`src/rtl/fer_sweep_ctrl_if.sv`:
```
// -----------------------------------------------------------------------------
// fer_sweep_ctrl_if
// Result-record channel of the FER sweep controller: one record per SNR
// point, moved over a valid/ready handshake.
//
// Signals:
//   res_valid  (master -> slave) record valid
//   res_ready  (slave -> master) consumer ready
//   res_snr    (master -> slave) SNR index of the record
//   res_frames (master -> slave) frames counted at the point  [FRM_W]
//   res_errs   (master -> slave) frame errors at the point     [ERR_W]
//   res_bits   (master -> slave) accumulated bit errors [32], present only
//              when FER_BIT_ERR_EN is defined
// -----------------------------------------------------------------------------
interface fer_sweep_ctrl_if #(
    parameter int FRM_W = 16,
    parameter int ERR_W = 12
);
    logic             res_valid;
    logic             res_ready;
    logic [3:0]       res_snr;
    logic [FRM_W-1:0] res_frames;
    logic [ERR_W-1:0] res_errs;
`ifdef FER_BIT_ERR_EN
    logic [31:0]      res_bits;

    modport master (
        output res_valid,
        input  res_ready,
        output res_snr,
        output res_frames,
        output res_errs,
        output res_bits
    );

    modport slave (
        input  res_valid,
        output res_ready,
        input  res_snr,
        input  res_frames,
        input  res_errs,
        input  res_bits
    );
`else
    modport master (
        output res_valid,
        input  res_ready,
        output res_snr,
        output res_frames,
        output res_errs
    );

    modport slave (
        input  res_valid,
        output res_ready,
        input  res_snr,
        input  res_frames,
        input  res_errs
    );
`endif
endinterface

```
`src/rtl/fer_sweep_ctrl.sv`:
```
// -----------------------------------------------------------------------------
// fer_sweep_ctrl
// Frame-error-rate sweep controller. Steps the LDPC test harness through SNR
// indices SNR_FIRST..SNR_LAST. At each point the harness is flushed (gen_rst
// held FLUSH_CYC cycles), then decoded frames and frame errors are counted
// until MAX_FRAMES frames or MAX_ERRS errors, and a result record is offered
// on the result channel before moving to the next point.
//
// Ports:
//   clk, rst     clock, asynchronous active-high reset
//   start        start a sweep (accepted in IDLE or DONE only)
//   frame_done   one-cycle pulse per decoded frame
//   frame_err    frame failed, qualified by frame_done
//   bit_errs     [11:0] bit errors of the frame (FER_BIT_ERR_EN only)
//   snr_idx      [3:0] current SNR index to the quantizers
//   frac_w       [4:0] signed quantizer fraction shift (constant FRAC)
//   gen_rst      harness reset: high in IDLE, FLUSH and DONE
//   busy         high in FLUSH, RUN and REPORT
//   done         high in DONE
//   res          result-record channel (fer_sweep_ctrl_if.master)
//
// Optional feature: define FER_BIT_ERR_EN to add the bit_errs input and a
// saturating 32-bit bit-error accumulator reported as res.res_bits.
// -----------------------------------------------------------------------------
module fer_sweep_ctrl #(
    parameter int SNR_FIRST  = 0,
    parameter int SNR_LAST   = 15,
    parameter int FRM_W      = 16,
    parameter int ERR_W      = 12,
    parameter int MAX_FRAMES = 10000,
    parameter int MAX_ERRS   = 100,
    parameter int FRAC       = -1,
    parameter int FLUSH_CYC  = 64
) (
    input  logic              clk,
    input  logic              rst,
    input  logic              start,
    input  logic              frame_done,
    input  logic              frame_err,
`ifdef FER_BIT_ERR_EN
    input  logic [11:0]       bit_errs,
`endif
    output logic [3:0]        snr_idx,
    output logic signed [4:0] frac_w,
    output logic              gen_rst,
    output logic              busy,
    output logic              done,
    fer_sweep_ctrl_if.master  res
);

    localparam logic [3:0]        SNR_FIRST_C  = 4'(SNR_FIRST);
    localparam logic [3:0]        SNR_LAST_C   = 4'(SNR_LAST);
    localparam logic [FRM_W-1:0]  MAX_FRAMES_C = FRM_W'(MAX_FRAMES);
    localparam logic [ERR_W-1:0]  MAX_ERRS_C   = ERR_W'(MAX_ERRS);
    localparam logic signed [4:0] FRAC_C       = 5'(FRAC);
    localparam int                FL_W         = $clog2(FLUSH_CYC + 1);
    // The counter starts one below FLUSH_CYC because the cycle that sees zero
    // is itself still a flush cycle.
    localparam logic [FL_W-1:0]   FLUSH_LOAD_C = FL_W'(FLUSH_CYC - 1);

    typedef enum logic [2:0] {
        S_IDLE   = 3'd0,
        S_FLUSH  = 3'd1,
        S_RUN    = 3'd2,
        S_REPORT = 3'd3,
        S_DONE   = 3'd4
    } state_t;

`ifdef FER_BIT_ERR_EN
    // Saturating add of one frame's bit errors into the 32-bit accumulator.
    function automatic logic [31:0] sat_add32(input logic [31:0] acc,
                                              input logic [11:0] inc);
        logic [32:0] sum;
        sum = {1'b0, acc} + {21'b0, inc};
        if (sum[32]) begin
            return 32'hFFFF_FFFF;
        end else begin
            return sum[31:0];
        end
    endfunction
`endif

    state_t            state_q,      state_d;
    logic [3:0]        snr_q,        snr_d;
    logic [FRM_W-1:0]  frames_q,     frames_d;
    logic [ERR_W-1:0]  errs_q,       errs_d;
    logic [FL_W-1:0]   flush_q,      flush_d;
    logic signed [4:0] frac_q,       frac_d;
    logic              gen_rst_q,    gen_rst_d;
    logic              busy_q,       busy_d;
    logic              done_q,       done_d;
    logic              res_valid_q,  res_valid_d;
    logic [3:0]        res_snr_q,    res_snr_d;
    logic [FRM_W-1:0]  res_frames_q, res_frames_d;
    logic [ERR_W-1:0]  res_errs_q,   res_errs_d;
`ifdef FER_BIT_ERR_EN
    logic [31:0]       bits_q,       bits_d;
    logic [31:0]       res_bits_q,   res_bits_d;
    logic [31:0]       bits_inc_s;
`endif

    logic [FRM_W-1:0]  frames_inc_s;
    logic [ERR_W-1:0]  errs_inc_s;
    logic              limit_hit_s;

    // Next-state and next-output computation for the sweep FSM.
    always_comb begin
        state_d      = state_q;
        snr_d        = snr_q;
        frames_d     = frames_q;
        errs_d       = errs_q;
        flush_d      = flush_q;
        frac_d       = FRAC_C;
        gen_rst_d    = gen_rst_q;
        busy_d       = busy_q;
        done_d       = done_q;
        res_valid_d  = res_valid_q;
        res_snr_d    = res_snr_q;
        res_frames_d = res_frames_q;
        res_errs_d   = res_errs_q;
`ifdef FER_BIT_ERR_EN
        bits_d       = bits_q;
        res_bits_d   = res_bits_q;
        bits_inc_s   = sat_add32(bits_q, bit_errs);
`endif

        // Post-increment counts for the frame being accepted this cycle; the
        // limit test uses these so the limit-hitting frame is counted exactly
        // once even when both limits trip together.
        frames_inc_s = frames_q + {{(FRM_W-1){1'b0}}, 1'b1};
        errs_inc_s   = errs_q + {{(ERR_W-1){1'b0}}, frame_err};
        limit_hit_s  = (frames_inc_s == MAX_FRAMES_C) || (errs_inc_s == MAX_ERRS_C);

        case (state_q)
            S_IDLE, S_DONE: begin
                if (start) begin
                    state_d   = S_FLUSH;
                    snr_d     = SNR_FIRST_C;
                    frames_d  = '0;
                    errs_d    = '0;
                    flush_d   = FLUSH_LOAD_C;
                    gen_rst_d = 1'b1;
                    busy_d    = 1'b1;
                    done_d    = 1'b0;
`ifdef FER_BIT_ERR_EN
                    bits_d    = 32'd0;
`endif
                end else begin
                    state_d = state_q;
                end
            end

            S_FLUSH: begin
                // frame_done is deliberately ignored: frames still in flight
                // were produced at the previous SNR point.
                if (flush_q == {FL_W{1'b0}}) begin
                    state_d   = S_RUN;
                    gen_rst_d = 1'b0;
                end else begin
                    flush_d = flush_q - {{(FL_W-1){1'b0}}, 1'b1};
                end
            end

            S_RUN: begin
                if (frame_done) begin
                    frames_d = frames_inc_s;
                    errs_d   = errs_inc_s;
`ifdef FER_BIT_ERR_EN
                    bits_d   = bits_inc_s;
`endif
                    if (limit_hit_s) begin
                        state_d      = S_REPORT;
                        res_valid_d  = 1'b1;
                        res_snr_d    = snr_q;
                        res_frames_d = frames_inc_s;
                        res_errs_d   = errs_inc_s;
`ifdef FER_BIT_ERR_EN
                        res_bits_d   = bits_inc_s;
`endif
                    end else begin
                        state_d = S_RUN;
                    end
                end else begin
                    state_d = S_RUN;
                end
            end

            S_REPORT: begin
                if (res_valid_q && res.res_ready) begin
                    res_valid_d = 1'b0;
                    if (snr_q == SNR_LAST_C) begin
                        state_d   = S_DONE;
                        gen_rst_d = 1'b1;
                        busy_d    = 1'b0;
                        done_d    = 1'b1;
                    end else begin
                        state_d   = S_FLUSH;
                        snr_d     = snr_q + 4'd1;
                        frames_d  = '0;
                        errs_d    = '0;
                        flush_d   = FLUSH_LOAD_C;
                        gen_rst_d = 1'b1;
`ifdef FER_BIT_ERR_EN
                        bits_d    = 32'd0;
`endif
                    end
                end else begin
                    state_d = S_REPORT;
                end
            end

            default: begin
                state_d     = S_IDLE;
                gen_rst_d   = 1'b1;
                busy_d      = 1'b0;
                done_d      = 1'b0;
                res_valid_d = 1'b0;
            end
        endcase
    end

    // State and registered-output flops; reset parks the harness in gen_rst.
    always_ff @(posedge clk or posedge rst) begin
        if (rst) begin
            state_q      <= S_IDLE;
            snr_q        <= SNR_FIRST_C;
            frames_q     <= '0;
            errs_q       <= '0;
            flush_q      <= '0;
            frac_q       <= FRAC_C;
            gen_rst_q    <= 1'b1;
            busy_q       <= 1'b0;
            done_q       <= 1'b0;
            res_valid_q  <= 1'b0;
            res_snr_q    <= 4'd0;
            res_frames_q <= '0;
            res_errs_q   <= '0;
`ifdef FER_BIT_ERR_EN
            bits_q       <= 32'd0;
            res_bits_q   <= 32'd0;
`endif
        end else begin
            state_q      <= state_d;
            snr_q        <= snr_d;
            frames_q     <= frames_d;
            errs_q       <= errs_d;
            flush_q      <= flush_d;
            frac_q       <= frac_d;
            gen_rst_q    <= gen_rst_d;
            busy_q       <= busy_d;
            done_q       <= done_d;
            res_valid_q  <= res_valid_d;
            res_snr_q    <= res_snr_d;
            res_frames_q <= res_frames_d;
            res_errs_q   <= res_errs_d;
`ifdef FER_BIT_ERR_EN
            bits_q       <= bits_d;
            res_bits_q   <= res_bits_d;
`endif
        end
    end

    assign snr_idx        = snr_q;
    assign frac_w         = frac_q;
    assign gen_rst        = gen_rst_q;
    assign busy           = busy_q;
    assign done           = done_q;
    assign res.res_valid  = res_valid_q;
    assign res.res_snr    = res_snr_q;
    assign res.res_frames = res_frames_q;
    assign res.res_errs   = res_errs_q;
`ifdef FER_BIT_ERR_EN
    assign res.res_bits   = res_bits_q;
`endif

endmodule

```
`src/flat_wrapper.sv`:
```
// flat-port wrapper written by rule: the top's interface ports become plain ports
module fer_sweep_ctrl_flat 
#(
    parameter int SNR_FIRST  = 0,
    parameter int SNR_LAST   = 15,
    parameter int FRM_W      = 16,
    parameter int ERR_W      = 12,
    parameter int MAX_FRAMES = 10000,
    parameter int MAX_ERRS   = 100,
    parameter int FRAC       = -1,
    parameter int FLUSH_CYC  = 64
)
  (clk, rst, start, frame_done, frame_err, snr_idx, frac_w, gen_rst, busy, done, res_res_valid, res_res_ready, res_res_snr, res_res_frames, res_res_errs);
  fer_sweep_ctrl_if #(.FRM_W(FRM_W), .ERR_W(ERR_W)) res_i ();
  input  logic clk;
  input  logic rst;
  input  logic start;
  input  logic frame_done;
  input  logic frame_err;
  output logic [3:0] snr_idx;
  output logic signed [4:0] frac_w;
  output logic gen_rst;
  output logic busy;
  output logic done;
  output wire logic [$bits(res_i.res_valid)-1:0] res_res_valid;
  input wire logic [$bits(res_i.res_ready)-1:0] res_res_ready;
  output wire logic [$bits(res_i.res_snr)-1:0] res_res_snr;
  output wire logic [$bits(res_i.res_frames)-1:0] res_res_frames;
  output wire logic [$bits(res_i.res_errs)-1:0] res_res_errs;
  assign res_res_valid = res_i.res_valid;
  assign res_i.res_ready = res_res_ready;
  assign res_res_snr = res_i.res_snr;
  assign res_res_frames = res_i.res_frames;
  assign res_res_errs = res_i.res_errs;
  fer_sweep_ctrl #(.SNR_FIRST(SNR_FIRST), .SNR_LAST(SNR_LAST), .FRM_W(FRM_W), .ERR_W(ERR_W), .MAX_FRAMES(MAX_FRAMES), .MAX_ERRS(MAX_ERRS), .FRAC(FRAC), .FLUSH_CYC(FLUSH_CYC)) u_core (.clk(clk), .rst(rst), .start(start), .frame_done(frame_done), .frame_err(frame_err), .snr_idx(snr_idx), .frac_w(frac_w), .gen_rst(gen_rst), .busy(busy), .done(done), .res(res_i));
endmodule
```
`config.mk`:
```
export PLATFORM = sky130hd
export DESIGN_NAME = fer_sweep_ctrl_flat
export DESIGN_NICKNAME = d
export VERILOG_FILES = /design/src/rtl/fer_sweep_ctrl_if.sv /design/src/rtl/fer_sweep_ctrl.sv /design/src/flat_wrapper.sv
export SDC_FILE = /design/constraint.sdc
export NUM_CORES = 1
export LEC_CHECK = 0
export ABC_CLOCK_PERIOD_IN_PS = 5900
export CORE_UTILIZATION = 45
export CTS_BUF_LIST = sky130_fd_sc_hd__clkbuf_4
export DETAILED_ROUTE_END_ITERATION = 6
export PLACE_DENSITY = 0.62
export RECOVER_POWER = 50
export SLEW_MARGIN = 15
export SYNTH_ARGS = -nofsm -noshare
export SYNTH_HDL_FRONTEND = slang
export SYNTH_SLANG_ARGS = --single-unit
```
`constraint.sdc`:
```
create_clock -name clk -period 5.9 [get_ports clk]
set_input_delay 0.59 -clock clk [delete_from_list [all_inputs] [get_ports clk]]
set_output_delay 0.59 -clock clk [all_outputs]
set_load 0.01 [all_outputs]
```
==> results of run 1 <==
## cells in the mapped netlist, types with 2 or more instances
cell type / instances / area share (%)
a211oi_1: 2 / 0.34
a21o_1: 4 / 0.69
a21oi_1: 15 / 1.7
a22o_1: 7 / 1.4
a31oi_1: 4 / 0.57
and2_1: 3 / 0.43
and3_1: 12 / 1.7
and3b_1: 2 / 0.40
and4_1: 2 / 0.40
buf_2: 7 / 0.80
buf_4: 8 / 1.4
buf_6: 3 / 0.77
clkbuf_1: 15 / 1.3
dfrtp_1: 77 / 44
ha_1: 7 / 2.0
inv_1: 16 / 1.4
mux2_1: 4 / 1.0
mux2_4: 20 / 6.9
mux2i_1: 6 / 1.4
nand2_1: 39 / 3.4
nand3_1: 24 / 2.8
nand4_1: 7 / 1.0
nand4b_1: 2 / 0.40
nor2_1: 28 / 2.4
nor2b_1: 2 / 0.29
nor3_1: 7 / 0.80
o211ai_1: 2 / 0.34
o21a_1: 3 / 0.52
o21ai_0: 41 / 4.7
o31ai_1: 10 / 1.7
xnor2_1: 14 / 2.8
xor2_1: 16 / 3.2
## how the worst max path moves through the flow
stage	slack, ns	cells after the start	endpoint
2_1_floorplan	3.32	1	u_core.busy$_DFFE_PP0P_
3_3_place_gp	2.31	10	u_core.res.res_errs[0]$_DFFE_PP0P_
3_5_place_dp	2.20	10	u_core.res.res_errs[1]$_DFFE_PP0P_
4_1_cts	2.50	8	u_core.res.res_errs[1]$_DFFE_PP0P_
5_1_grt	2.23	7	u_core.res.res_errs[0]$_DFFE_PP0P_
6_report	2.52	8	u_core.res.res_errs[0]$_DFFE_PP0P_
## per-layer routing
metal / part of all wire [%] / vias up
li1: - / 1603
met1: 50 / 1587
met2: 45 / 72
met3: 3.7 / 7
met4: 0.95 / 0
met5: 0 / -
## metrics by stage
step	setup WS (ns)	hold slack [ns]	power, mW
final	2.52	0.506	0.956
after global routing	2.23	0.538	1.01
after CTS	2.50	0.508	0.973
after detailed placement	2.20	0.469	0.699
after global placement	2.31	0.468	0.695
after floorplan	3.32	0.472	0.673
## area by class of cell
class                   instances  area share [%]
flip-flops and latches         78            39.5
inverters                      16            1.22
repair buffers                 48            9.57
multi-input cells             316            44.3
clock buffers                  10            1.52
well taps                     129            3.27
clock inverters                 5           0.557
## kinds of logic (layout without fill, tap and decap cells)
family	Yosys count	after routing
adders and majority gates	7	7
AOI/OAI and AO/OA	98	98
DFF	78	78
and+or+nand+nor	145	145
other	1	5
xor gates and xnor gates	30	30
buffers and inverters	49	79
muxes	31	31
## sequential cells by signal (all words and copies together), names as in the netlist
register and flops:
u_core.frames_q 16, u_core.res.res_frames 16, u_core.errs_q 12, u_core.res.res_errs 12
u_core.flush_q 7, u_core.res.res_snr 4, u_core.snr_idx 4, u_core.state_q 3
u_core.busy 1, u_core.done 1, u_core.gen_rst 1, u_core.res.res_valid 1
## critical path, delay by kind of cell (launching register included)
family                   cells  cell delay (ns)
buffers and inverters        1             0.48
adder cells (fa/ha/maj)      1             0.36
AND/OR/NAND/NOR              2             0.55
flip-flops                   1             0.49
multiplexers                 1             0.37
AO/OA/AOI/OAI                3             1.00
## power breakdown
group,switching [mW],internal (mW),leakage [nW]
clock,0.181,0.0864,0.0618
sequential,0.0329,0.553,1.02
combinational,0.0629,0.0399,1.15
total,0.277,0.679,2.23
==> flow_summary.json, run 1 <==
{
  "cts.reportedPaths.clkPinSlew_ns": 0.13,
  "timing.fmax_ghz": 0.296,
  "endpoint_kind": "flop",
  "vias_per_cell": 5.43,
  "gr-usage-met3_pct": 4.92,
  "synthToLayoutAreaGrowth_pct": 13.1,
  "ctsHoldBuffers": 0,
  "rows": 35,
  "ff2ff_path_depth": 8,
  "cts_sinks": 78,
  "post_cts_resized": 0,
  "cap_viol_max_count": 0,
  "die_x_um": 101,
  "yosysSeqAreaShare_pct": 44.7,
  "port_buffers": 45,
  "hold_viol_final": 0,
  "htree_num_levels": 3,
  "synth_warnings": 0,
  "fillers": 865,
  "ir_drop_uv": 98.8,
  "synth-simple-area-share_pct": 17.7,
  "multi_input_comb_area_um2": 2190,
  "cts_tree": "yes",
  "insertion_delay_ns": 0.42,
  "cp.arrival_ns": 3.68,
  "num_antenna_cells": 0,
  "drive_gt1_share_pct": 10.8,
  "clockBufferDepth": 2,
  "die_h_um": 101,
  "p_leak_nw": 2.23,
  "holdPathEnd": "u_core.res.res_frames[9]$_DFFE_PP0P_",
  "worstHoldPathType": "reg2reg",
  "final_util_pct": 53.0,
  "clock_skew_ns": 0.0161,
  "path_cells": "ha_1 > and2_0 > a22oi_1 > a211oi_1 > nand3_1 > o31ai_4 > buf_4 > mux2_1",
  "tns_ns": 0,
  "antenna_found_initial": 0,
  "gr-usage-all-layers_pct": 19.6,
  "synth_top_family_by_area": "simple AND/OR/NAND/NOR gates",
  "reg2reg_from": "u_core.frames_q[0]$_DFFE_PP0P_",
  "grt_pass1_wl_um": 15600,
  "cts_buffers": 9,
  "core-area_um2": 9330,
  "die-area_um2": 10100,
  "startpoint": "u_core.frames_q[0]$_DFFE_PP0P_",
  "nNetsFinal": 482,
  "syn_avg_cell_area_um2": 9.95,
  "synth_compound_gate_area_share_pct": 14.4,
  "gr-usage-met1_pct": 26.9,
  "netlist_area_um2": 4370,
  "rrSetupSlack_ns": 2.52,
  "vias": 3269,
  "final_antenna_net_count": 0,
  "holdPathStages": 1,
  "tightest_slew_ns": 0.983,
  "drt_iter0_markers": 134,
  "slew_headroom_pct": 34.5,
  "gp_congestion": 0.830,
  "min_from": "u_core.res.res_frames[9]$_DFFE_PP0P_",
  "regArea_um2": 1950,
  "synth_edf_count": 0,
  "synth.ff_latch_count": 78,
  "start_util_pct": 46.8,
  "cpPeakStageDelay_ns": 0.49,
  "fin_crit_sh_pct": 57.3,
  "rr_endpoint": "u_core.res.res_errs[0]$_DFFE_PP0P_",
  "drc": 0,
  "cp_max_fo": 23,
  "outcome": "finished, final reports clean",
  "yosys.area_share.xor_xnor_pct": 6.02,
  "grt_max_degree": 79,
  "hpwlAfterDp_um": 6180,
  "powerDensity_nw_per_um2": 194,
  "wl_per_cell_um": 15.2,
  "synth_mux_area_share_pct": 9.54,
  "worstPathRequired_ns": 6.20,
  "first_pass_iters": 4,
  "ios": 51,
  "gr-total-overflow": 0,
  "cts-root-buf": "clkbuf_4",
  "drt-total-wl_um": 9150,
  "critPathLaunchType": "flop",
  "syn_inst": 439,
  "post_cts_buffers": 0,
  "synthFlopType": "dfrtp_1",
  "ys_types": 62,
  "final_common_cell": "dfrtp_1",
  "synth_adder_area_share_pct": 2.01,
  "crit_type": "reg2reg",
  "top_usage_layer": "met2",
  "cpMaxStageDelayCell": "dfrtp_1",
  "placed_area_um2": 4830,
  "met2_usage_pct": 31.1,
  "rsz0062_at_grt": "false",
  "final_cell_mix": "dfrtp_1, o21ai_0, nand2_1, clkdlybuf4s50_1, nor2_1",
  "drv_slew": 0,
  "place_inst": 587,
  "finalCriticalPeriod_ns": 3.38,
  "async_flop_share_pct": 100,
  "setup-violations-final": 0,
  "grt_pass1_vias": 3129,
  "stdcell_area_um2": 4940,
  "fin_cells": 602
}
Note: power is estimated with default switching activity, not from simulation.
==> run 2, diff against run 1 <==
--- a/config.mk
+++ b/config.mk
@@ -5,7 +5,7 @@
 export SDC_FILE = /design/constraint.sdc
 export NUM_CORES = 1
 export LEC_CHECK = 0
-export ABC_CLOCK_PERIOD_IN_PS = 5900
+export ABC_CLOCK_PERIOD_IN_PS = 3400
 export CORE_UTILIZATION = 45
 export CTS_BUF_LIST = sky130_fd_sc_hd__clkbuf_4
 export DETAILED_ROUTE_END_ITERATION = 6
==> constraint.sdc (replaced) <==
create_clock -name clk -period 3.4 [get_ports clk]
set_input_delay 0.34 -clock clk [delete_from_list [all_inputs] [get_ports clk]]
set_output_delay 0.34 -clock clk [all_outputs]
set_load 0.01 [all_outputs]
==> run 2 against run 1 <==
Effect of this change:
- clock-buffer cell count is 1 higher
- first-iteration DRC count up 10%
- critical endpoint is now u_core.res.res_errs[1]$_DFFE_PP0P_
- cell area increased by 2.2%
- largest cell class unchanged
==> flow_summary.json, run 2 (same netlist as run 1, synthesis figures left out) <==
{
  "outcome": "finished, final reports clean",
  "grt_pass1_vias": 3203,
  "crit_buf_inv": 2,
  "tightest_slew_ns": 1.25,
  "tns_ns": 0,
  "endpoint_kind": "flop",
  "drive_gt1_share_pct": 12.4,
  "die_x_um": 101,
  "synthToLayoutAreaGrowth_pct": 15.6,
  "drt_iter0_markers": 148,
  "setup-violations-final": 0,
  "cts_tree": "yes",
  "final_common_cell": "dfrtp_1",
  "fin_crit_sh_pct": 83.0,
  "powerDensity_nw_per_um2": 350,
  "ios": 51,
  "ctsHoldBuffers": 0,
  "post_cts_resized": 0,
  "drv_slew": 0,
  "crit_family": "simple AND/OR/NAND/NOR gates",
  "p_leak_nw": 2.30,
  "crit_type": "reg2reg",
  "cpMaxStageDelayCell": "dfrtp_1",
  "cp_max_fo": 9,
  "timing.fmax_ghz": 0.354,
  "first_pass_iters": 4,
  "grt_pass1_wl_um": 15500,
  "critPathLaunchType": "flop",
  "clock_skew_ns": 0.0256,
  "antenna_found_initial": 0,
  "vias": 3306,
  "cpPeakStageDelay_ns": 0.52,
  "hold_viol_final": 0,
  "insertion_delay_ns": 0.42,
  "worstHoldPathType": "reg2reg",
  "htree_num_levels": 3,
  "hpwlAfterDp_um": 6370,
  "core-area_um2": 9330,
  "gr-usage-all-layers_pct": 19.5,
  "fillers": 842,
  "cts_sinks": 78,
  "die_h_um": 101,
  "cts-root-buf": "clkbuf_4",
  "cap_viol_max_count": 0,
  "path_cells": "nand3_1 > nor4_1 > buf_4 > mux2i_1 > nand2_1 > o31ai_4 > buf_4 > mux2_1",
  "timing.hold.ws_ns": 0.505,
  "drt-total-wl_um": 9260,
  "cts.reportedPaths.clkPinSlew_ns": 0.13,
  "final_antenna_net_count": 0,
  "die-area_um2": 10100,
  "slew_headroom_pct": 16.6,
  "rsz0062_at_grt": "false",
  "nNetsFinal": 491,
  "final_cell_mix": "dfrtp_1, o21ai_0, nand2_1, nor2_1, clkdlybuf4s50_1",
  "vias_per_cell": 5.40,
  "gp_congestion": 0.833,
  "cts_buffers": 9,
  "clockBufferDepth": 2,
  "finalCriticalPeriod_ns": 2.82,
  "drc": 0,
  "worstPathRequired_ns": 3.69,
  "num_antenna_cells": 0,
  "rows": 35,
  "port_buffers": 45,
  "wl_per_cell_um": 15.1,
  "ir_drop_uv": 199,
  "gr-total-overflow": 0,
  "grt_max_degree": 47,
  "path_common_cell": "buf_4",
  "start_util_pct": 46.8,
  "cp.arrival_ns": 3.11
}
## run 2: cell types whose count changed in the layout (fill, tap and decap cells not counted), moves of 2 or more
cell / delta
buf_4: +7
clkdlybuf4s50_1: -3
clkinv_2: -2
dlygate4sd3_1: +3
## run 2: final cells by class
type                    instances  area [um2]  area share, %
repair buffers                 57         551           10.9
clock inverters                 5        57.6           1.14
inverters                      16        60.1           1.19
flip-flops and latches         78        1950           38.7
clock buffers                  11        82.6           1.64
well taps                     129         161           3.20
multi-input cells             316        2180           43.3
## run 2: report_power, final
group          switching, mW  internal (mW)
Sequential            0.0471          0.960
Clock                  0.328          0.243
Combinational          0.117         0.0731
## run 2: timing repair
action                                  4_1_cts  5_1_grt
buffers inserted                              0        2
hold endpoints to repair                      0        0
endpoints found under the setup margin        0       16
## run 2: final timing paths
check / startpoint / endpoint / slack [ns] / cells after the start
setup / recovery: u_core.frames_q[2]$_DFFE_PP0P_ / u_core.res.res_errs[1]$_DFFE_PP0P_ / 0.58 / 8
min in group asynchronous: rst / u_core.res.res_frames[11]$_DFFE_PP0P_ / 0.68 / 2
setup reg to reg: u_core.frames_q[2]$_DFFE_PP0P_ / u_core.res.res_errs[1]$_DFFE_PP0P_ / 0.58 / 8
hold / removal: u_core.busy$_DFFE_PP0P_ / u_core.busy$_DFFE_PP0P_ / 0.50 / 2
max in group asynchronous: rst / u_core.errs_q[1]$_DFFE_PP0P_ / 0.94 / 3
hold reg to reg: u_core.busy$_DFFE_PP0P_ / u_core.busy$_DFFE_PP0P_ / 0.50 / 2
## run 2: layer usage
metal | GRT usage [%] | routed length, um | vias to the layer above
met5 | 0 | 0 | -
met4 | 7.92 | 166 | 0
met3 | 2.64 | 231 | 17
met2 | 31.3 | 4310 | 69
met1 | 26.7 | 4550 | 1592
li1 | - | - | 1628
## run 2: worst min-delay path, stage by stage (launching register included)
cell	delay, ns
dfrtp_1	0.37
nand2_1	0.05
nand2_1	0.06
## run 2: metrics by stage
step	instances	power, mW	util, %	area [um2]	worst slack (ns)
floorplan	443	1.17	-	4380	1.00
global placement	594	1.21	52.6	4910	0.194
detailed placement	594	1.22	52.6	4910	0.145
CTS	610	1.80	54.1	5050	0.109
global route	612	1.86	54.1	5050	0.417
finish	612	1.77	54.1	5050	0.578
==> run 3, diff against run 2 <==
--- a/config.mk
+++ b/config.mk
@@ -5,7 +5,7 @@
 export SDC_FILE = /design/constraint.sdc
 export NUM_CORES = 1
 export LEC_CHECK = 0
-export ABC_CLOCK_PERIOD_IN_PS = 3400
+export ABC_CLOCK_PERIOD_IN_PS = 2600
 export CORE_UTILIZATION = 45
 export CTS_BUF_LIST = sky130_fd_sc_hd__clkbuf_4
 export DETAILED_ROUTE_END_ITERATION = 6
==> constraint.sdc (replaced) <==
create_clock -name clk -period 2.6 [get_ports clk]
set_input_delay 0.26 -clock clk [delete_from_list [all_inputs] [get_ports clk]]
set_output_delay 0.26 -clock clk [all_outputs]
set_load 0.01 [all_outputs]
==> run 3 against run 2 <==
Effect of this change:
- sequential share of layout area is 3.2 points lower
- worst hold slack worse by 0.078 ns
- global-route usage is 1.8 points higher
- fmax is 12% higher
- total power is 52% higher
- clock-buffer cell count is 2 lower
- sequential power is 31% higher
- final cell count is 6.9% higher
==> flow_summary.json, run 3 (same netlist as run 1, synthesis figures left out) <==
{
  "cp.arrival_ns": 2.84,
  "cpMaxStageDelayCell": "or4b_4",
  "synthToLayoutAreaGrowth_pct": 26.2,
  "cts.reportedPaths.clkPinSlew_ns": 0.13,
  "crit_cells": 9,
  "final_util_pct": 59.1,
  "place_inst": 636,
  "multi_input_comb_area_um2": 2240,
  "crit_buf_inv": 3,
  "p_int_mw": 2.02,
  "drc": 0,
  "p_leak_nw": 2.53,
  "cpPeakStageDelay_ns": 0.46,
  "clockBufferDepth": 2,
  "die_h_um": 101,
  "rows": 35,
  "port_buffers": 45,
  "setup-violations-final": 0,
  "critPathLaunchType": "flop",
  "crit_family": "simple AND/OR/NAND/NOR gates",
  "gr-total-overflow": 0,
  "slew_headroom_pct": 26.6,
  "drv_slew": 0,
  "drt_iter0_markers": 114,
  "core-area_um2": 9330,
  "path_common_cell": "buf_6",
  "fillers": 850,
  "rsz0062_at_grt": "false",
  "pwr-share-seq_pct": 48.8,
  "first_pass_iters": 5,
  "drt-total-wl_um": 10000,
  "antenna_found_initial": 0,
  "grt_pass1_vias": 3450,
  "clock_skew_ns": 0.0212,
  "num_antenna_cells": 0,
  "power.share.clock_pct": 36.8,
  "die_x_um": 101,
  "swShare_pct": 25.0,
  "final_cell_mix": "dfrtp_1, buf_4, o21ai_0, nand2_1",
  "path_cells": "ha_2 > or4b_4 > a211oi_4 > buf_6 > nand3_4 > o31ai_4 > buf_6 > buf_6 > mux2_1",
  "p_switching_uw": 674,
  "ios": 51,
  "insertion_delay_ns": 0.44,
  "ir_drop_uv": 303,
  "ff2ff_path_depth": 9,
  "tightest_slew_ns": 1.10,
  "cp_max_fo": 5,
  "wl_per_cell_um": 15.3,
  "timing.fmax_ghz": 0.395,
  "die-area_um2": 10100,
  "vias_per_cell": 5.34,
  "cts_tree": "yes",
  "htree_num_levels": 3,
  "tns_ns": 0,
  "start_util_pct": 46.8,
  "hold_viol_final": 0,
  "endpoint_kind": "flop",
  "grt_max_degree": 45,
  "grt_pass1_wl_um": 16900,
  "combPwrFrac_pct": 14.4,
  "outcome": "finished, final reports clean",
  "timing.hold.ws_ns": 0.427,
  "cts-root-buf": "clkbuf_4",
  "final_common_cell": "dfrtp_1",
  "gp_congestion": 0.849,
  "crit_type": "reg2reg",
  "fin_crit_sh_pct": 97.3,
  "ctsHoldBuffers": 0,
  "gr-usage-all-layers_pct": 21.3,
  "vias": 3491,
  "drive_gt1_share_pct": 21.1,
  "hpwlAfterDp_um": 7050,
  "cts_buffers": 9,
  "worstPathRequired_ns": 2.91,
  "nNetsFinal": 535,
  "finalCriticalPeriod_ns": 2.53,
  "fin_cells": 654,
  "cts_sinks": 78,
  "final_antenna_net_count": 0,
  "worstHoldPathType": "in2async",
  "cap_viol_max_count": 0,
  "regArea_um2": 1960,
  "powerDensity_nw_per_um2": 489
}
[run 3: path summary, 6_finish.rpt]
| check | startpoint | to | slack, ns |
|---|---|---|---|
| max | u_core.frames_q[1]$_DFFE_PP0P_ | u_core.res.res_errs[2]$_DFFE_PP0P_ | 0.07 |
| min | rst | u_core.res.res_snr[1]$_DFFE_PP0P_ | 0.43 |
| max reg2reg | u_core.frames_q[1]$_DFFE_PP0P_ | u_core.res.res_errs[2]$_DFFE_PP0P_ | 0.07 |
| min reg2reg | u_core.res.res_frames[9]$_DFFE_PP0P_ | u_core.res.res_frames[9]$_DFFE_PP0P_ | 0.50 |
| max in group asynchronous | rst | u_core.frames_q[0]$_DFFE_PP0P_ | 0.52 |
| min in group clk | start | u_core.snr_idx[3]$_DFFE_PP0P_ | 0.44 |
[run 3: layout make-up]
cell class / count / area share (%)
clock inverter: 5 / 2.25
multi-input combinational: 316 / 40.6
clock buffer: 9 / 1.23
inverter: 16 / 1.09
tap: 129 / 2.93
timing repair buffer: 101 / 16.4
sequential: 78 / 35.5
[run 3: what timing repair did]
| action | CTS | global route |
|---|---|---|
| gates cloned | 0 | 0 |
| buffers inserted | 3 | 1 |
| pin swaps | 2 | 3 |
| endpoints found under the setup margin | 27 | 24 |
| gates resized for setup | 4 | 16 |
[run 3: power groups by stage]
stage | registers (mW) | clock network (mW) | logic [mW]
4_1_cts | 1.31 | 1.01 | 0.384
6_report | 1.32 | 0.992 | 0.388
3_5_place_dp | 1.34 | 0 | 0.366
5_1_grt | 1.32 | 1.06 | 0.434
3_3_place_gp | 1.34 | 0 | 0.360
2_1_floorplan | 1.31 | 0 | 0.213
[run 3: per-stage QoR]
step                cell area, um2  power (mW)  setup slack (ns)
global placement              5240        1.69            -0.235
finish                        5510        2.70            0.0703
detailed placement            5240        1.70            -0.257
floorplan                     4380        1.53             0.200
global route                  5510        2.81           0.00544
CTS                           5460        2.71            0.0284
[run 3: routing by layer]
| layer | up-vias | part of all wire (%) | GRT usage, % |
|---|---|---|---|
| met4 | 0 | 1.3 | 6.58 |
| met5 | - | 0 | 0 |
| met2 | 64 | 48 | 35.1 |
| li1 | 1708 | - | - |
| met1 | 1705 | 48 | 28.6 |
| met3 | 14 | 3.0 | 4.02 |
==> RTL edit 1 (flow settings as in run 3) <==
Make the reset (`rst`) synchronous in one clocked block. Comments in the files are not updated.
--- a/src/rtl/fer_sweep_ctrl.sv
+++ b/src/rtl/fer_sweep_ctrl.sv
@@ -220,7 +220,7 @@
     end
 
     // State and registered-output flops; reset parks the harness in gen_rst.
-    always_ff @(posedge clk or posedge rst) begin
+    always_ff @(posedge clk) begin
         if (rst) begin
             state_q      <= S_IDLE;
             snr_q        <= SNR_FIRST_C;
Behaviour: differs if rst is asserted again (counterexample within 4 cycles, from zero or initial values and one cycle with rst high); with rst held inactive, the same outputs for 10 cycles.
==> RTL edit 1 against run 3 <==
The run now ends with setup timing left. Core utilization is 0.95 points higher. Cell count grew 12%. Via count up 12%. Combinational power fell by 23%. Wire length rose by 3.9%. Sequential power is 5% lower. Area after synthesis about the same. Largest power group unchanged. Critical path depth stayed put. Power shrank 14%. Setup slack got worse by 0.17 ns. Sequential share of layout area fell by 7.6 points. Design area is 1.6% higher. Sequential cell count unchanged. Maximum frequency shrank 6.3%.
==> RTL edit 1: results (changes against run 3) <==
Worst Max-Slew Pin Slew: 0.667 ns (was 1.10 ns)
Failing checks: setup timing
Synth area leaders: dfxtp_1, mux2_4, nor2_1 (was dfrtp_1, mux2_4, o21ai_0)
Most frequent cells after synthesis: dfxtp_1, nor2_1, a21oi_1 (was dfrtp_1, o21ai_0, nand2_1)
H-tree depth: 3 (unchanged)
Crit path from: u_core.errs_q[0]$_SDFFE_PP0P_ (was u_core.frames_q[1]$_DFFE_PP0P_)
Async S/R FF share, synth: 0% (was 100%)
Fraction of layout cells with a size suffix above 1: 20.3% (was 21.1%)
Fillers: 837 (was 850)
Fin nets: 613 (was 535)
Crit Path Max Fanout: 13 (was 5)
Initial DRC count: 247 (was 114)
Worst vdd ir: 0.310 mV (was 0.303 mV)
IO Port Bufs: 45 (unchanged)
HPWL after DPL: 7320 um (was 7050 um)
Area post-placement: 5310 um^2 (was 5240 um^2)
Largest net degree at the start of global routing: 36 (was 45)
GPL Wtd Cong: 0.842 (was 0.849)
Pleak: 2.35 nW (was 2.53 nW)
Routed WL per cell: 14.1 um (was 15.3 um)
Setup ws final: -0.100 ns (was 0.0703 ns)
WP data arrival: 3.04 ns (was 2.84 ns)
Routed vias: 3895 (was 3491)
Slowest library cell on the worst path: or3b_4 (was or4b_4)
Setup violators final: 28 (was 0)
Vias in the first global route: 3657 (was 3450)
Netlist cell types: 58 (was 62)
Max Clock Skew: 0.0101 ns (was 0.0212 ns)
Final Util: 60.1% (was 59.1%)
Initial DRT Pass Iterations: 4 (was 5)
Clock Latency Late Sink: 0.45 ns
First-pass GRT wire length: 17200 um (was 16900 um)
Max incr delay on CP: 0.43 ns (was 0.46 ns)
Worst Hold Class: input pin to flip-flop (was input pin to async pin)
Overall Global Routing Usage: 21.4% (was 21.3%)
Post-synthesis sequential area ratio: 35.8% (was 44.7%)
Outcome: finished, violations left (was complete, no violations)
## RTL edit 1: changes by cell type after synthesis, sizes merged, moves of 17 or more
cell | before | now
dfrtp | 77 | 0
dfxtp | 0 | 78
nand2b | 1 | 23
nor2b | 2 | 25
a21oi | 16 | 33
o21ai | 42 | 19
nand2 | 39 | 21
nor2 | 28 | 66
## RTL edit 1: path summary, 6_finish.rpt
check                                                              to  slack, ns  cells after the start
worst max-delay path            u_core.res.res_frames[6]$_SDFFE_PP0P_      -0.10                      9
worst min-delay path                    u_core.errs_q[9]$_SDFFE_PP0P_       0.33                      2
worst max register to register  u_core.res.res_frames[6]$_SDFFE_PP0P_      -0.10                      9
worst min register to register    u_core.res.res_errs[1]$_SDFFE_PP0P_       0.48                      2
## RTL edit 1: routing by layer
metal	GRT usage (%)	up-vias	wire [um]
met4	4.91	0	83
met2	36.9	68	4960
met3	4.92	5	322
li1	-	1981	-
met5	0	-	0
met1	27.1	1841	5020
## RTL edit 1: power breakdown
part	total, W	leakage [nW]	internal (W)	switching, W
Sequential	0.00126	0.632	0.00123	0.0000311
Clock	0.000754	0.0743	0.000296	0.000458
Combinational	0.000298	1.64	0.000123	0.000175
## RTL edit 1: cell families (layout without fill, tap and decap cells)
family | count (synthesis) | in the layout | share of synthesized area (%)
simple gates | 219 | 219 | 26.9
compound gates | 98 | 98 | 14.7
flops | 78 | 78 | 35.8
buf+inv | 54 | 139 | 5.64
mux | 31 | 31 | 9.17
xor+xnor | 30 | 30 | 6.02
fa+ha+maj | 6 | 6 | 1.72
other cells | 1 | 5 | 0.0859
## RTL edit 1: worst max-delay path: cells and delay by family (launching register included)
family / cells / cell delay (ns)
adder cells (fa/ha/maj): 2 / 0.29
multiplexers: 1 / 0.29
flip-flops: 1 / 0.38
buffers and inverters: 1 / 0.18
AND/OR/NAND/NOR: 3 / 0.89
AO/OA/AOI/OAI: 2 / 0.57
## RTL edit 1: per-stage QoR
step	worst slack, ns	total power [W]	std cells	TNS (ns)	hold WS, ns
2_1_floorplan	0.0210	0.00149	521	0	0.472
3_3_place_gp	-0.460	0.00157	712	-12.72	0.467
3_5_place_dp	-0.492	0.00158	712	-13.79	0.462
4_1_cts	-0.0731	0.00234	733	-1.43	0.326
5_1_grt	-0.171	0.00243	735	-3.73	0.337
6_report	-0.100	0.00231	735	-1.81	0.332
## RTL edit 1: timing repair
| action | CTS | global route |
|---|---|---|
| cloned | 0 | 1 |
| setup endpoints to repair | 22 | 30 |
| pin swaps | 2 | 1 |
| setup buffers | 5 | 1 |
| resized for setup | 5 | 11 |
## RTL edit 1: final cells by class
type                    count  share of cell area, %
clock buffers               9                   1.21
clock inverters             7                   1.30
inverters                  11                  0.737
multi-input cells         389                   47.7
flip-flops and latches     78                   27.9
well taps                 129                   2.88
repair buffers            112                   18.2
==> RTL edit 2 (settings of run 3) <==
Without the edit above. `SNR_FIRST` is set to 0 in 2 places; all go to 1.
--- a/src/rtl/fer_sweep_ctrl.sv
+++ b/src/rtl/fer_sweep_ctrl.sv
@@ -23,7 +23,7 @@
 // saturating 32-bit bit-error accumulator reported as res.res_bits.
 // -----------------------------------------------------------------------------
 module fer_sweep_ctrl #(
-    parameter int SNR_FIRST  = 0,
+    parameter int SNR_FIRST  = 1,
     parameter int SNR_LAST   = 15,
     parameter int FRM_W      = 16,
     parameter int ERR_W      = 12,
--- a/src/flat_wrapper.sv
+++ b/src/flat_wrapper.sv
@@ -1,7 +1,7 @@
 // flat-port wrapper written by rule: the top's interface ports become plain ports
 module fer_sweep_ctrl_flat 
 #(
-    parameter int SNR_FIRST  = 0,
+    parameter int SNR_FIRST  = 1,
     parameter int SNR_LAST   = 15,
     parameter int FRM_W      = 16,
     parameter int ERR_W      = 12,
Behaviour: not the same (a bounded check fails within 4 cycles, from zero or initial values and one cycle with rst high).
==> RTL edit 2 against run 3 <==
The flow now finishes with violations (capacitance limit, slew limit). Count of clock-buffer cells in the layout increased by 1. Critical path depth is the same. Wire length decreased by 3.5%. Non-clock buffer count is the same. Area after synthesis shrank 1.7%. Largest power group unchanged. Synthesized cell count grew 0.23%. Combinational power down 8.5%. Design area is 2.8% lower. Largest cell class unchanged. Power down 11%. Setup slack better by 0.037 ns. Clock skew rose by 0.0044 ns. Sequential cell count unchanged.
==> RTL edit 2: results (changes against run 3) <==
Failing checks: capacitance limit, slew limit
Synth area leaders: dfrtp_1, mux2_2, o21ai_0 (was dfrtp_1, mux2_4, o21ai_0)
Post-synthesis compound-gate area fraction: 14.3% (was 14.4%)
Most frequent cells after synthesis: dfrtp_1, o21ai_0, nand2_1 (unchanged)
Fin nets: 536 (was 535)
Reg clk slew, reported paths: 0.12 ns
Initial antenna violation count: 0 (unchanged)
Longest Clk Path Bufs: 2 (unchanged)
Crit Path Max Fanout: 12 (was 5)
Adder-cell share of the synthesized area: 2.04% (was 2.01%)
HPWL after DPL: 6910 um (was 7050 um)
CTS Buf Count: 9 (unchanged)
Clock Latency Late Sink: 0.43 ns
DP Cell Count: 637 (was 636)
Vias per cell: 5.25 (was 5.34)
Synth top area share: 44.3% (was 44.1%)
Final WL: 9650 um (was 10000 um)
Worst Hold Class: flip-flop to flip-flop (was input pin to async pin)
WP data arrival: 2.80 ns (was 2.84 ns)
Worst vdd ir: 0.390 mV (was 0.303 mV)
CTS root buffer: clkbuf_4 (unchanged)
Avg Inst Size Synth: 9.76 um^2 (was 9.95 um^2)
Largest net degree at the start of global routing: 79 (was 45)
Slowest library cell on the worst path: dfrtp_1 (was or4b_4)
Initial DRT Pass Iterations: 4 (was 5)
Max Clock Skew: 0.0256 ns (was 0.0212 ns)
Final Max Slew Viols: 79 (was 0)
Post-synthesis sequential area ratio: 45.5% (was 44.7%)
IO Port Bufs: 45 (unchanged)
Outcome: finished, violations left (was complete, no violations)
Post-synthesis mux area share: 7.95% (was 9.54%)
Maxcap violations: 1 (was 0)
Pleak: 2.52 nW (was 2.53 nW)
Initial DRC count: 178 (was 114)
Overall Global Routing Usage: 21.4% (was 21.3%)
H-tree depth: 3 (unchanged)
Ant. Diodes: 0 (unchanged)
Netlist cell types: 58 (was 62)
First-pass GRT wire length: 16800 um (was 16900 um)
Fraction of layout cells with a size suffix above 1: 19.9% (was 21.1%)
GPL Wtd Cong: 0.827 (was 0.849)
Final instance count without filler cells: 657 (was 654)
Max transition margin: -26.0% (was 26.6%)
Synth Area in XOR/XNOR: 6.12% (was 6.02%)
## RTL edit 2: cell count changes after synthesis, moves of 2 or more
cell / change
nor2_1: +2
mux2_2: +19
inv_1: -2
mux2_4: -20
## RTL edit 2: cells by family after synthesis
family | after synthesis
XOR/XNOR | 30
AND/OR/NAND/NOR | 149
other | 1
buffers and inverters | 47
AO/OA/AOI/OAI | 97
flip-flops | 78
multiplexers | 31
adder cells (fa/ha/maj) | 7
## RTL edit 2: worst paths after layout
path / cells past startpoint / start / end / slack (ns)
min in group asynchronous: 3 / rst / u_core.res.res_errs[2]$_DFFE_PP0P_ / 0.91
min reg2reg: 1 / u_core.res.res_errs[3]$_DFFE_PP0P_ / u_core.res.res_errs[3]$_DFFE_PP0P_ / 0.50
max: 9 / u_core.frames_q[0]$_DFFE_PP0P_ / u_core.res.res_errs[1]$_DFFE_PP0P_ / 0.11
max reg2reg: 9 / u_core.frames_q[0]$_DFFE_PP0P_ / u_core.res.res_errs[1]$_DFFE_PP0P_ / 0.11
max in group asynchronous: 3 / rst / u_core.errs_q[9]$_DFFE_PP0P_ / 0.54
min: 1 / u_core.res.res_errs[3]$_DFFE_PP0P_ / u_core.res.res_errs[3]$_DFFE_PP0P_ / 0.50
## RTL edit 2: final cells by class
type	instances	area [um^2]
well taps	129	161
clock buffers	10	75.1
multi-input cells	319	2160
clock inverters	6	60.1
flip-flops and latches	78	1950
inverters	14	52.6
fillers	838	3880
repair buffers	101	893
## RTL edit 2: through the flow
step	total power, W	cell area [um^2]	setup slack [ns]	setup TNS (ns)
final	0.00241	5360	0.108	0
after global routing	0.00254	5360	0.00349	0
after CTS	0.00241	5330	0.00295	0
after detailed placement	0.00166	5160	-0.317	-7.66
after global placement	0.00165	5160	-0.235	-5.26
after floorplan	0.00152	4310	0.198	0
## RTL edit 2: layer usage
metal  GRT usage (%)  up-vias  share of wire (%)
met3            3.65        4                2.5
met5               0        -                  0
li1                -     1710                  -
met2            33.5       49                 47
met1            30.6     1684                 50
met4            5.77        0               0.63
## RTL edit 2: power by group
part	leakage, nW	switching (W)	internal [W]	total (W)
Sequential	1.02	0.0000597	0.00125	0.00131
Clock	0.0762	0.000435	0.000304	0.000739
Combinational	1.42	0.000180	0.000175	0.000355
## RTL edit 2: what timing repair did
action	CTS	global route
pin swaps	1	4
setup endpoints to repair	25	25
cloned	0	0
setup buffers	2	2
resized for setup	3	7
## RTL edit 2: critical path, delay by kind of cell, from the launching register on
family                   cells  cell delay, ns
AND/OR/NAND/NOR              2            0.54
flip-flops                   1            0.45
buffers and inverters        3            0.45
AO/OA/AOI/OAI                2            0.42
multiplexers                 1            0.33
adder cells (fa/ha/maj)      1            0.19
